File: src/rtl/mvm_pkg.sv
// -----------------------------------------------------------------------------
// mvm_pkg
// Shared definitions for the sparsity-aware matrix-vector accelerator feeder.
//   PKG_DIM, PKG_DATA_W, PKG_IDX_W, PKG_FIFO_DEPTH : default geometry
//   sparse_entry_t : one buffered nonzero element {row, col, value}
//   pack_state_t   : packer sequencing states {IDLE, SCAN, DRAIN, DONE}
// The entry struct is sized from the package defaults, so the packer and FIFO
// are expected to be built with DIM/DATA_W equal to PKG_DIM/PKG_DATA_W.
// -----------------------------------------------------------------------------
package mvm_pkg;

   localparam int PKG_DIM        = 4;
   localparam int PKG_DATA_W     = 8;
   localparam int PKG_IDX_W      = $clog2(PKG_DIM);
   localparam int PKG_FIFO_DEPTH = 4;

   typedef struct packed {
      logic [PKG_IDX_W-1:0]  row;
      logic [PKG_IDX_W-1:0]  col;
      logic [PKG_DATA_W-1:0] value;
   } sparse_entry_t;

   typedef enum logic [1:0] {
      ST_IDLE  = 2'd0,
      ST_SCAN  = 2'd1,
      ST_DRAIN = 2'd2,
      ST_DONE  = 2'd3
   } pack_state_t;

endpackage

File: src/rtl/sparse_fifo.sv
// -----------------------------------------------------------------------------
// sparse_fifo
// Synchronous show-ahead FIFO of sparse_entry_t. The head entry is visible on
// 'head' whenever 'empty' is low; 'pop' consumes it at the next rising edge.
// Flags are registered: a pop does not clear 'full' until the following cycle.
// Ports:
//   clk, rst (async active-high)
//   push, push_data : write request (ignored while full)
//   pop             : read request (ignored while empty)
//   head            : oldest entry (show-ahead)
//   full, empty     : registered occupancy flags
// -----------------------------------------------------------------------------
module sparse_fifo
   import mvm_pkg::*;
#(
   parameter int DEPTH = PKG_FIFO_DEPTH
) (
   input  logic          clk,
   input  logic          rst,
   input  logic          push,
   input  sparse_entry_t push_data,
   input  logic          pop,
   output sparse_entry_t head,
   output logic          full,
   output logic          empty
);

   localparam int PTR_W = $clog2(DEPTH);
   localparam logic [PTR_W:0] DEPTH_C = (PTR_W+1)'(DEPTH);

   sparse_entry_t     mem_r [DEPTH];
   logic [PTR_W-1:0]  wr_ptr_r;
   logic [PTR_W-1:0]  rd_ptr_r;
   logic [PTR_W:0]    count_r;
   logic [PTR_W:0]    count_next_s;
   logic              full_r;
   logic              empty_r;
   logic              push_en_s;
   logic              pop_en_s;

   assign push_en_s = push && !full_r;
   assign pop_en_s  = pop && !empty_r;

   // Next occupancy; simultaneous push and pop leave the count unchanged.
   always_comb begin
      count_next_s = count_r;
      case ({push_en_s, pop_en_s})
         2'b10:   count_next_s = count_r + {{PTR_W{1'b0}}, 1'b1};
         2'b01:   count_next_s = count_r - {{PTR_W{1'b0}}, 1'b1};
         default: count_next_s = count_r;
      endcase
   end

   // Entry storage; cleared on reset so the head reads as zero after reset.
   always_ff @(posedge clk or posedge rst) begin
      if (rst) begin
         for (int i = 0; i < DEPTH; i++) begin
            mem_r[i] <= '0;
         end
      end else if (push_en_s) begin
         mem_r[wr_ptr_r] <= push_data;
      end
   end

   // Pointers, count and registered flags (power-of-two depth wraps naturally).
   always_ff @(posedge clk or posedge rst) begin
      if (rst) begin
         wr_ptr_r <= {PTR_W{1'b0}};
         rd_ptr_r <= {PTR_W{1'b0}};
         count_r  <= {(PTR_W+1){1'b0}};
         full_r   <= 1'b0;
         empty_r  <= 1'b1;
      end else begin
         if (push_en_s) begin
            wr_ptr_r <= wr_ptr_r + 1'b1;
         end
         if (pop_en_s) begin
            rd_ptr_r <= rd_ptr_r + 1'b1;
         end
         count_r <= count_next_s;
         full_r  <= (count_next_s == DEPTH_C);
         empty_r <= (count_next_s == {(PTR_W+1){1'b0}});
      end
   end

   assign head  = mem_r[rd_ptr_r];
   assign full  = full_r;
   assign empty = empty_r;

endmodule

File: src/rtl/sparse_entry_packer.sv
// -----------------------------------------------------------------------------
// sparse_entry_packer
// Accepts a dense DIM x DIM matrix as a row-major element stream, drops zero
// elements and buffers each nonzero one as a {row, col, value} entry for the
// accelerator's fetch interface. After the last entry of a matrix has been
// taken, done_list pulses for one cycle.
// Ports:
//   clk, rst                 : clock, async active-high reset
//   dense_valid/dense_data   : input element stream (row-major)
//   dense_ready              : element accepted when dense_valid && dense_ready
//   fetch_ready              : accelerator takes an entry when out_valid is high
//   out_valid/out_row/out_col/out_value : show-ahead entry presentation
//   done_list                : one-cycle pulse, matrix fully delivered
//   nnz_count                : nonzero count of the current matrix
// Build option:
//   SPARSE_NNZ_COUNT_EN - when defined, nnz_count counts pushes per matrix;
//                         otherwise it is tied to zero.
// -----------------------------------------------------------------------------
module sparse_entry_packer
   import mvm_pkg::*;
#(
   parameter  int DIM        = PKG_DIM,
   parameter  int DATA_W     = PKG_DATA_W,
   parameter  int FIFO_DEPTH = PKG_FIFO_DEPTH,
   localparam int IDX_W      = $clog2(DIM),
   localparam int CNT_W      = $clog2(DIM*DIM) + 1
) (
   input  logic              clk,
   input  logic              rst,
   input  logic              dense_valid,
   input  logic [DATA_W-1:0] dense_data,
   output logic              dense_ready,
   input  logic              fetch_ready,
   output logic              out_valid,
   output logic [IDX_W-1:0]  out_row,
   output logic [IDX_W-1:0]  out_col,
   output logic [DATA_W-1:0] out_value,
   output logic              done_list,
   output logic [CNT_W-1:0]  nnz_count
);

   pack_state_t       state_r;
   pack_state_t       state_next_s;
   // Row index in the upper half, column in the lower half: a plain increment
   // wraps col DIM-1 -> 0 and carries into row.
   logic [2*IDX_W-1:0] idx_r;
   logic               ready_en_r;
   logic               dense_ready_s;
   logic               accept_s;
   logic               push_s;
   logic               pop_s;
   logic               last_elem_s;
   logic               fifo_full_s;
   logic               fifo_empty_s;
   sparse_entry_t      push_entry_s;
   sparse_entry_t      head_s;

   assign last_elem_s = (idx_r == {(2*IDX_W){1'b1}});

   // Input readiness: only while collecting, FIFO not full (registered flag),
   // and never before the first clock edge after reset.
   always_comb begin
      dense_ready_s = 1'b0;
      case (state_r)
         ST_IDLE, ST_SCAN: dense_ready_s = ready_en_r && !fifo_full_s;
         default:          dense_ready_s = 1'b0;
      endcase
   end

   assign accept_s = dense_valid && dense_ready_s;
   assign push_s   = accept_s && (dense_data != {DATA_W{1'b0}});
   assign pop_s    = fetch_ready && !fifo_empty_s;

   assign push_entry_s.row   = idx_r[2*IDX_W-1:IDX_W];
   assign push_entry_s.col   = idx_r[IDX_W-1:0];
   assign push_entry_s.value = dense_data;

   sparse_fifo #(
      .DEPTH (FIFO_DEPTH)
   ) u_fifo (
      .clk       (clk),
      .rst       (rst),
      .push      (push_s),
      .push_data (push_entry_s),
      .pop       (pop_s),
      .head      (head_s),
      .full      (fifo_full_s),
      .empty     (fifo_empty_s)
   );

   // Sequencing: collect elements, drain the FIFO, then signal completion.
   always_comb begin
      state_next_s = state_r;
      case (state_r)
         ST_IDLE: begin
            if (accept_s) begin
               state_next_s = last_elem_s ? ST_DRAIN : ST_SCAN;
            end else begin
               state_next_s = ST_IDLE;
            end
         end
         ST_SCAN: begin
            if (accept_s && last_elem_s) begin
               state_next_s = ST_DRAIN;
            end else begin
               state_next_s = ST_SCAN;
            end
         end
         ST_DRAIN: begin
            if (fifo_empty_s) begin
               state_next_s = ST_DONE;
            end else begin
               state_next_s = ST_DRAIN;
            end
         end
         ST_DONE: state_next_s = ST_IDLE;
         default: state_next_s = ST_IDLE;
      endcase
   end

   // State register.
   always_ff @(posedge clk or posedge rst) begin
      if (rst) begin
         state_r <= ST_IDLE;
      end else begin
         state_r <= state_next_s;
      end
   end

   // Ready enable: holds dense_ready low while in reset and releases it on the
   // first clock edge afterwards.
   always_ff @(posedge clk or posedge rst) begin
      if (rst) begin
         ready_en_r <= 1'b0;
      end else begin
         ready_en_r <= 1'b1;
      end
   end

   // Matrix position: advances on every accepted element, cleared at DONE.
   always_ff @(posedge clk or posedge rst) begin
      if (rst) begin
         idx_r <= {(2*IDX_W){1'b0}};
      end else if (state_r == ST_DONE) begin
         idx_r <= {(2*IDX_W){1'b0}};
      end else if (accept_s) begin
         idx_r <= idx_r + 1'b1;
      end
   end

`ifdef SPARSE_NNZ_COUNT_EN
   logic [CNT_W-1:0] nnz_r;

   // Nonzero counter: restarts on a matrix's first accept, then counts pushes;
   // the total is held from DONE until the next matrix begins.
   always_ff @(posedge clk or posedge rst) begin
      if (rst) begin
         nnz_r <= {CNT_W{1'b0}};
      end else if (accept_s && (state_r == ST_IDLE)) begin
         nnz_r <= {{(CNT_W-1){1'b0}}, push_s};
      end else if (push_s) begin
         nnz_r <= nnz_r + {{(CNT_W-1){1'b0}}, 1'b1};
      end
   end

   assign nnz_count = nnz_r;
`else
   assign nnz_count = {CNT_W{1'b0}};
`endif

   assign dense_ready = dense_ready_s;
   assign out_valid   = !fifo_empty_s;
   assign out_row     = head_s.row;
   assign out_col     = head_s.col;
   assign out_value   = head_s.value;
   assign done_list   = (state_r == ST_DONE);

endmodule

File: config.mk
export PLATFORM = sky130hd
export DESIGN_NAME = sparse_entry_packer
export DESIGN_NICKNAME = d
export VERILOG_FILES = /design/src/rtl/mvm_pkg.sv /design/src/rtl/sparse_fifo.sv /design/src/rtl/sparse_entry_packer.sv
export SDC_FILE = /design/constraint.sdc
export NUM_CORES = 1
export LEC_CHECK = 0
export ABC_CLOCK_PERIOD_IN_PS = 2700
export CAP_MARGIN = 10
export CORE_MARGIN = 1.5
export CORE_UTILIZATION = 36
export DETAILED_ROUTE_END_ITERATION = 12
export PLACE_DENSITY_LB_ADDON = 0.1
export SLEW_MARGIN = 40
export SYNTH_ARGS = -nofsm -noshare
export SYNTH_HDL_FRONTEND = slang
export SYNTH_SLANG_ARGS = --single-unit
File: constraint.sdc
create_clock -name clk -period 2.7 [get_ports clk]
set_clock_uncertainty 0.15 [all_clocks]
set_input_delay 0.27 -clock clk [delete_from_list [all_inputs] [get_ports clk]]
set_output_delay 0.27 -clock clk [all_outputs]
set_load 0.05 [all_outputs]
Word level (Yosys, flattened, before mapping) --
Cells that the tools add are included. Widths: inputs -> output; s select.
Storage, ports and cells: register bits after elaboration 64, bits of input ports 12, output and inout bits 20
Cells by class: $add $sub $neg 5, magnitude comparators 3, equal/unequal tests 7, multiplexer cells 15, bitwise operators 2, reductions and logical operators 15
Operator list (number):
- $bwmux 48 | 1
- $mux 12 | 3
- $bmux 12 s2 | 1
- $demux 12 s2 | 1
- $logic_and 1x1->1 | 8
- $mux 4 | 2
- $pmux 2 s4 | 1
- $reduce_bool 8->1 | 1
- $eq 2x2->1 const B | 3
- $ge 3x3->1 const B | 2
- $mux 2 | 3
- $not 2->3 | 2
- $pmux 3 s2 | 1
- $add 2x1->2 const B | 2
- $add 4x1->4 const B | 1
- $eq 2x1->1 const B | 2
- $eq 4x4->1 const B | 1
- $add 3x1->3 const B | 1
- $eq 3x3->1 const B | 1
- $logic_not 3->1 | 1
- $lt 3x1->1 const B | 1
- $sub 3x1->3 const B | 1
- $logic_not 1->1 | 2
- $logic_not 2->1 | 1
- 3 further kinds | 4

Longest topological paths before layout --
depth in word-level cells 9, mapped depth 8

By module --
Synthesis repeated with hierarchy kept, for this count alone.
Second synthesis, totals: cells, all modules 205, area total of the unflattened synthesis 3219.3 µm²
Modules (own cells, without submodules):
- sparse_fifo | times used 1, cells an instance 163, area an instance 2811.4 µm², sequential area each 1427.6 µm²
- sparse_entry_packer | times used 1, cells an instance 42, area an instance 407.9 µm², sequential area each 175.2 µm²

Worst setup path before layout --
Ideal clock, no wire load.
path type register to register, from register state_r[1], to register u_fifo.count_r[2], library setup time 127 ps, arrival 2248 ps, data required time 2423 ps, path slack 175 ps, stages on the path, launching flop included 9, period minus slack after synthesis 2525 ps, cells stage by stage dfrtp_1 -> nor4bb_1 -> buf_2 -> o21ai_2 -> ha_1 -> fa_1 -> xnor2_1 -> o21a_1 -> or2_2
Between the ends: cells in the longest elaborated chain, start to end 8
RTL lines:
- start: declaration | RTL line sparse_entry_packer.sv:42 | pack_state_t state_r;
- start signal: assignment | RTL line sparse_entry_packer.sv:126 | state_r <= state_next_s;
- $eq 2x1->1 / $logic_not 2->1 (equally long branches) | RTL line sparse_entry_packer.sv:64 | case (state_r)
- $reduce_or 2->1 (*) | RTL line sparse_entry_packer.sv:64
- $mux 1 (*) | RTL line sparse_entry_packer.sv:64
- $logic_and 1x1->1 (*) | RTL line sparse_entry_packer.sv:70 | assign accept_s = dense_valid && dense_ready_s;
- $logic_and 1x1->1 (*) | RTL line sparse_entry_packer.sv:71 | assign push_s = accept_s && (dense_data != {DATA_W{1'b0}});
- $logic_and 1x1->1 (*) | RTL line sparse_fifo.sv:41 | assign push_en_s = push && !full_r;
- $eq 2x1->1 / $eq 2x2->1 (equally long branches) | RTL line sparse_fifo.sv:47 | case ({push_en_s, pop_en_s})
- $pmux 3 s2 (*) | RTL line sparse_fifo.sv:47
- net u_fifo.count_next_s[2] | RTL line sparse_fifo.sv:35 | logic [PTR_W:0] count_next_s;
- end signal: assignment | RTL line sparse_fifo.sv:70 | count_r <= {(PTR_W+1){1'b0}};
- end signal: assignment | RTL line sparse_fifo.sv:80 | count_r <= count_next_s;
- end: declaration | RTL line sparse_fifo.sv:34 | logic [PTR_W:0] count_r;
The timed path passes the listed nets; every way through them passes the cells marked *. A chain may end at the register's enable or synchronous reset.

Final worst setup path --
from input port dense_data[7], to register u_fifo.full_r, in the netlist u_fifo.full
Between the ends: cells in the longest elaborated chain, start to end 6
RTL lines:
- start: declaration | RTL line sparse_entry_packer.sv:31 | input logic [DATA_W-1:0] dense_data,
- $reduce_bool 8->1 (*) | RTL line sparse_entry_packer.sv:71
- $logic_and 1x1->1 (*) | RTL line sparse_entry_packer.sv:71
- $logic_and 1x1->1 (*) | RTL line sparse_fifo.sv:41
- $eq 2x1->1 / $eq 2x2->1 (equally long branches) | RTL line sparse_fifo.sv:47
- $pmux 3 s2 (*) | RTL line sparse_fifo.sv:47
- $eq 3x3->1 (*) | RTL line sparse_fifo.sv:81 | full_r <= (count_next_s == DEPTH_C);
- end signal: assignment | RTL line sparse_fifo.sv:81
- end: declaration | RTL line sparse_fifo.sv:36 | logic full_r;
Every way passes the cells marked *; elsewhere a longest branch is shown, timed or not.

==> impl_metrics.csv <==
group,metric,value,unit
die,fp-row-count,34,
yosys,netlist_area,3200,um2
yosys,synth_top_family_by_area,"multiplexers",
yosys,ys_ff_latch,64,
drt,drt_iter0_drc,75,
setup_path,cp-end-kind,"register",
timing,tns,0,ns
final_layout,register_area,1600,um2
yosys,async_reset_ff_share,100,%
cts,cts_hold_buf,0,
placed_design,port-buffer-count,26,
yosys,synth.yosys.seq_area_share,50.0,%
final_layout,drive_above_1_share,48.2,%
drt,drc,0,
setup_path,crit_arrival,2.60,ns
timing,fin_crit_sh,91.9,%
timing,max_freq,403,MHz
placed_design,dp_slack,-0.164,ns
power,p_total,5.22,mW
die,coreArea,8680,um2
yosys,synth-compound-area-share,5.08,%
yosys,synth_largest_area_cell,"dfrtp_1",
hold_path,min_path_type,"in -> reg",
setup_path,path_class,"in -> reg",
power,p_leak,1.82,nW
timing,finalHoldViolations,0,
global_route,grt_pass1_vias,2032,
setup_path,slowest_stage,"or4_4",
yosys,synthFlopType,"dfrtp_1",
setup_path,cp.required,2.82,ns
cts,cts_sinks,64,
setup_path,crit_buf_inv,1,
yosys,netlist_instances,198,
cts,cts_htree_levels,3,
yosys,syn_area_per_cell,16.2,um2
yosys,ys.warnings.count,0,
global_route,grt_use_total,15.1,%
flow_run,cap_violations,0,
placed_design,hpwlAfterDp,4700,um
timing,setup_viol,0,
yosys,synth_edf_count,0,
power,p_per_area,1350,nW/um2
yosys,synthMuxAreaShare,30.7,%
yosys,yosys-top-cells-area,"dfrtp_1 49%, mux2_4 19%, mux4_2 8.4%",
drt,post_drt_wl_per_cell,18.3,um
setup_path,r2r-start,"state_r[1]$_DFF_PP0_",
timing,drv_slew,0,
cts,clk_pin_slew_worst_paths,0.08,ns
final_layout,area_delta_synth_final,20.9,%
global_route,overflow,0,
yosys,synth_top_area_share,49.2,%
die,dieArea,9480,um2
final_layout,final_core_util,44.7,%
power,ir_drop,392,uV
drt,dr.pass1.iters,4,
yosys,synth_xor_area_share,1.64,%
timing,period_minus_slack,2.48,ns
drt,vias_per_cell,4.97,
cts,cts_buffers,9,
setup_path,reg2reg_setup_slack,0.24,ns
cts,root_buffer,"clkbuf_8",
yosys,synthSimpleGateAreaFrac,4.33,%
timing,fin_ws,0.219,ns
die,io_pins,32,
hold_path,whs_path_depth,2,
timing,tightestPinTransition,0.500,ns
cts,postCtsSetupBuffers,0,
yosys,yosysUniqueCellTypes,36,
hold_path,hold_path_end,"u_fifo.mem_r[30]$_DFFE_PP0P_",
outcome,status,"complete, no violations",
final_layout,multi_input_area,1460,um2
placed_design,place_congestion,0.721,
global_route,antenna_found_initial,0,
final_layout,fin_nets,265,
setup_path,critPathTopFamily,"simple AND/OR/NAND/NOR gates",
setup_path,r2r_end,"u_fifo.count_r[2]$_DFF_PP0_",
die,die_x,97.3,um
yosys,synthAdderAreaFrac,2.97,%
setup_path,crit_fanout,5,
drt,wirelength,6560,um
drt,antenna_left,0,
drt,vias,1783,
die,dieHeight,97.3,um
setup_path,cp-start-kind,"primary input",
setup_path,max_stage_delay,0.58,ns
setup_path,cp_cell_sequence,"clkdlybuf4s50_1 -> or4_4 -> o21ai_2 -> ha_1 -> fa_1 -> nor2_1 -> a21oi_1 -> o21ba_2",
final_layout,fillerInstances,798,
timing,max-slew-margin-rel,66.6,%
hold_path,hp-start,"dense_data[6]",
cts,clock_latency,0.33,ns
final_layout,diodes,0,
global_route,grt_max_degree,34,
timing,rsz0062_at_grt,"no",
setup_path,ff2ff_path_depth,7,
global_route,grt_pass1_wl,11000,um
cts,cts_tree,"done",
cts,cts_buffer_depth,2,
die,start_util,36.9,%
registers in the layout, indices dropped and copies added (netlist names):
signal	flops
idx_r	4
ready_en_r	1
state_r	2
u_fifo.count_r	3
u_fifo.empty	1
u_fifo.full	1
u_fifo.mem_r	48
u_fifo.rd_ptr_r	2
u_fifo.wr_ptr_r	2
layout by cell type, fill, tap and decap left out, types with 2 or more instances in the layout:
master | Yosys | final
dfrtp_1 | 63 | 63
mux2_4 | 40 | 40
buf_4 | 5 | 28
clkdlybuf4s50_1 | 0 | 15
mux4_2 | 12 | 12
mux2_2 | 10 | 10
clkbuf_8 | 0 | 9
ha_1 | 6 | 6
conb_1 | 2 | 6
xnor2_1 | 5 | 5
a21oi_1 | 5 | 5
inv_1 | 6 | 5
o211ai_4 | 4 | 4
nand2_1 | 3 | 3
clkinvlp_4 | 0 | 3
buf_12 | 4 | 3
or4_4 | 2 | 2
o21ai_0 | 2 | 2
or3_1 | 2 | 2
and2_1 | 2 | 2
nor3b_1 | 2 | 2
nor3_1 | 2 | 2
nor2_1 | 2 | 2
bufinv_16 | 0 | 2
layout make-up:
| cell class | count | share of cell area [%] |
|---|---|---|
| Tap cell | 108 | 3.49 |
| Timing Repair Buffer | 47 | 11.2 |
| Sequential cell | 64 | 41.4 |
| Inverter | 6 | 0.581 |
| Clock inverter | 7 | 2.49 |
| Multi-Input combinational cell | 118 | 37.7 |
| Clock buffer | 9 | 3.20 |
worst register-to-register path, cell delays in order (launching register included):
cell	delay, ns
dfrtp_1	0.43
nor4bb_2	0.39
o21ai_2	0.12
ha_1	0.22
fa_1	0.39
xnor2_1	0.16
o21a_1	0.20
or2_2	0.29
cells in the mapped netlist (3+ instances only):
master and n:
a21oi_1 5, buf_12 4, buf_4 5, clkbuf_1 3, dfrtp_1 63, ha_1 6
inv_1 6, mux2_2 10, mux2_4 40, mux4_2 12, nand2_1 3, o211ai_4 4
xnor2_1 5
how the worst max path moves through the flow:
stage                                     from                           to  slack, ns  cells after the start
after floorplan           state_r[1]$_DFF_PP0_  u_fifo.count_r[2]$_DFF_PP0_       0.17                      8
final                            dense_data[7]        u_fifo.full$_DFF_PP0_       0.22                      8
after CTS                        dense_data[6]        u_fifo.full$_DFF_PP0_       0.18                      8
after global routing             dense_data[7]        u_fifo.full$_DFF_PP0_       0.05                      8
after detailed placement         dense_data[6]        u_fifo.full$_DFF_PP0_      -0.16                      8
after global placement           dense_data[6]        u_fifo.full$_DFF_PP0_      -0.09                      8
stage by stage:
step | hold slack [ns] | instances | instance area [um2]
floorplan | 0.269 | 202 | 3220
global placement | 0.319 | 343 | 3650
detailed placement | 0.341 | 343 | 3650
CTS | 0.206 | 359 | 3870
global route | 0.207 | 359 | 3870
finish | 0.194 | 359 | 3870
routing by layer:
metal	wire length [um]	track usage [%]	vias to the layer above
met3	189	3.31	8
li1	-	-	805
met2	3190	23.8	35
met5	0	0	-
met1	3110	20.5	935
met4	74	5.60	0
cell families (layout without fill, tap and decap cells):
| logic type | count (synthesis) | in the layout |
|---|---|---|
| compound gates | 16 | 16 |
| xor+xnor | 6 | 6 |
| fa+ha+maj | 7 | 7 |
| buf+inv | 20 | 69 |
| flops | 64 | 64 |
| mux | 62 | 62 |
| other cells | 2 | 6 |
| simple gates | 21 | 21 |
power breakdown:
| part | switching (mW) | internal (mW) |
|---|---|---|
| Clock | 0.390 | 0.519 |
| Combinational | 1.27 | 1.28 |
| Sequential | 0.352 | 1.41 |
what timing repair did:
action / in CTS / in global routing
endpoints found under the hold margin: 0 / 0
setup endpoints to repair: 0 / 1
gates resized for setup: 0 / 1
Power figures use the tool's default switching activity.
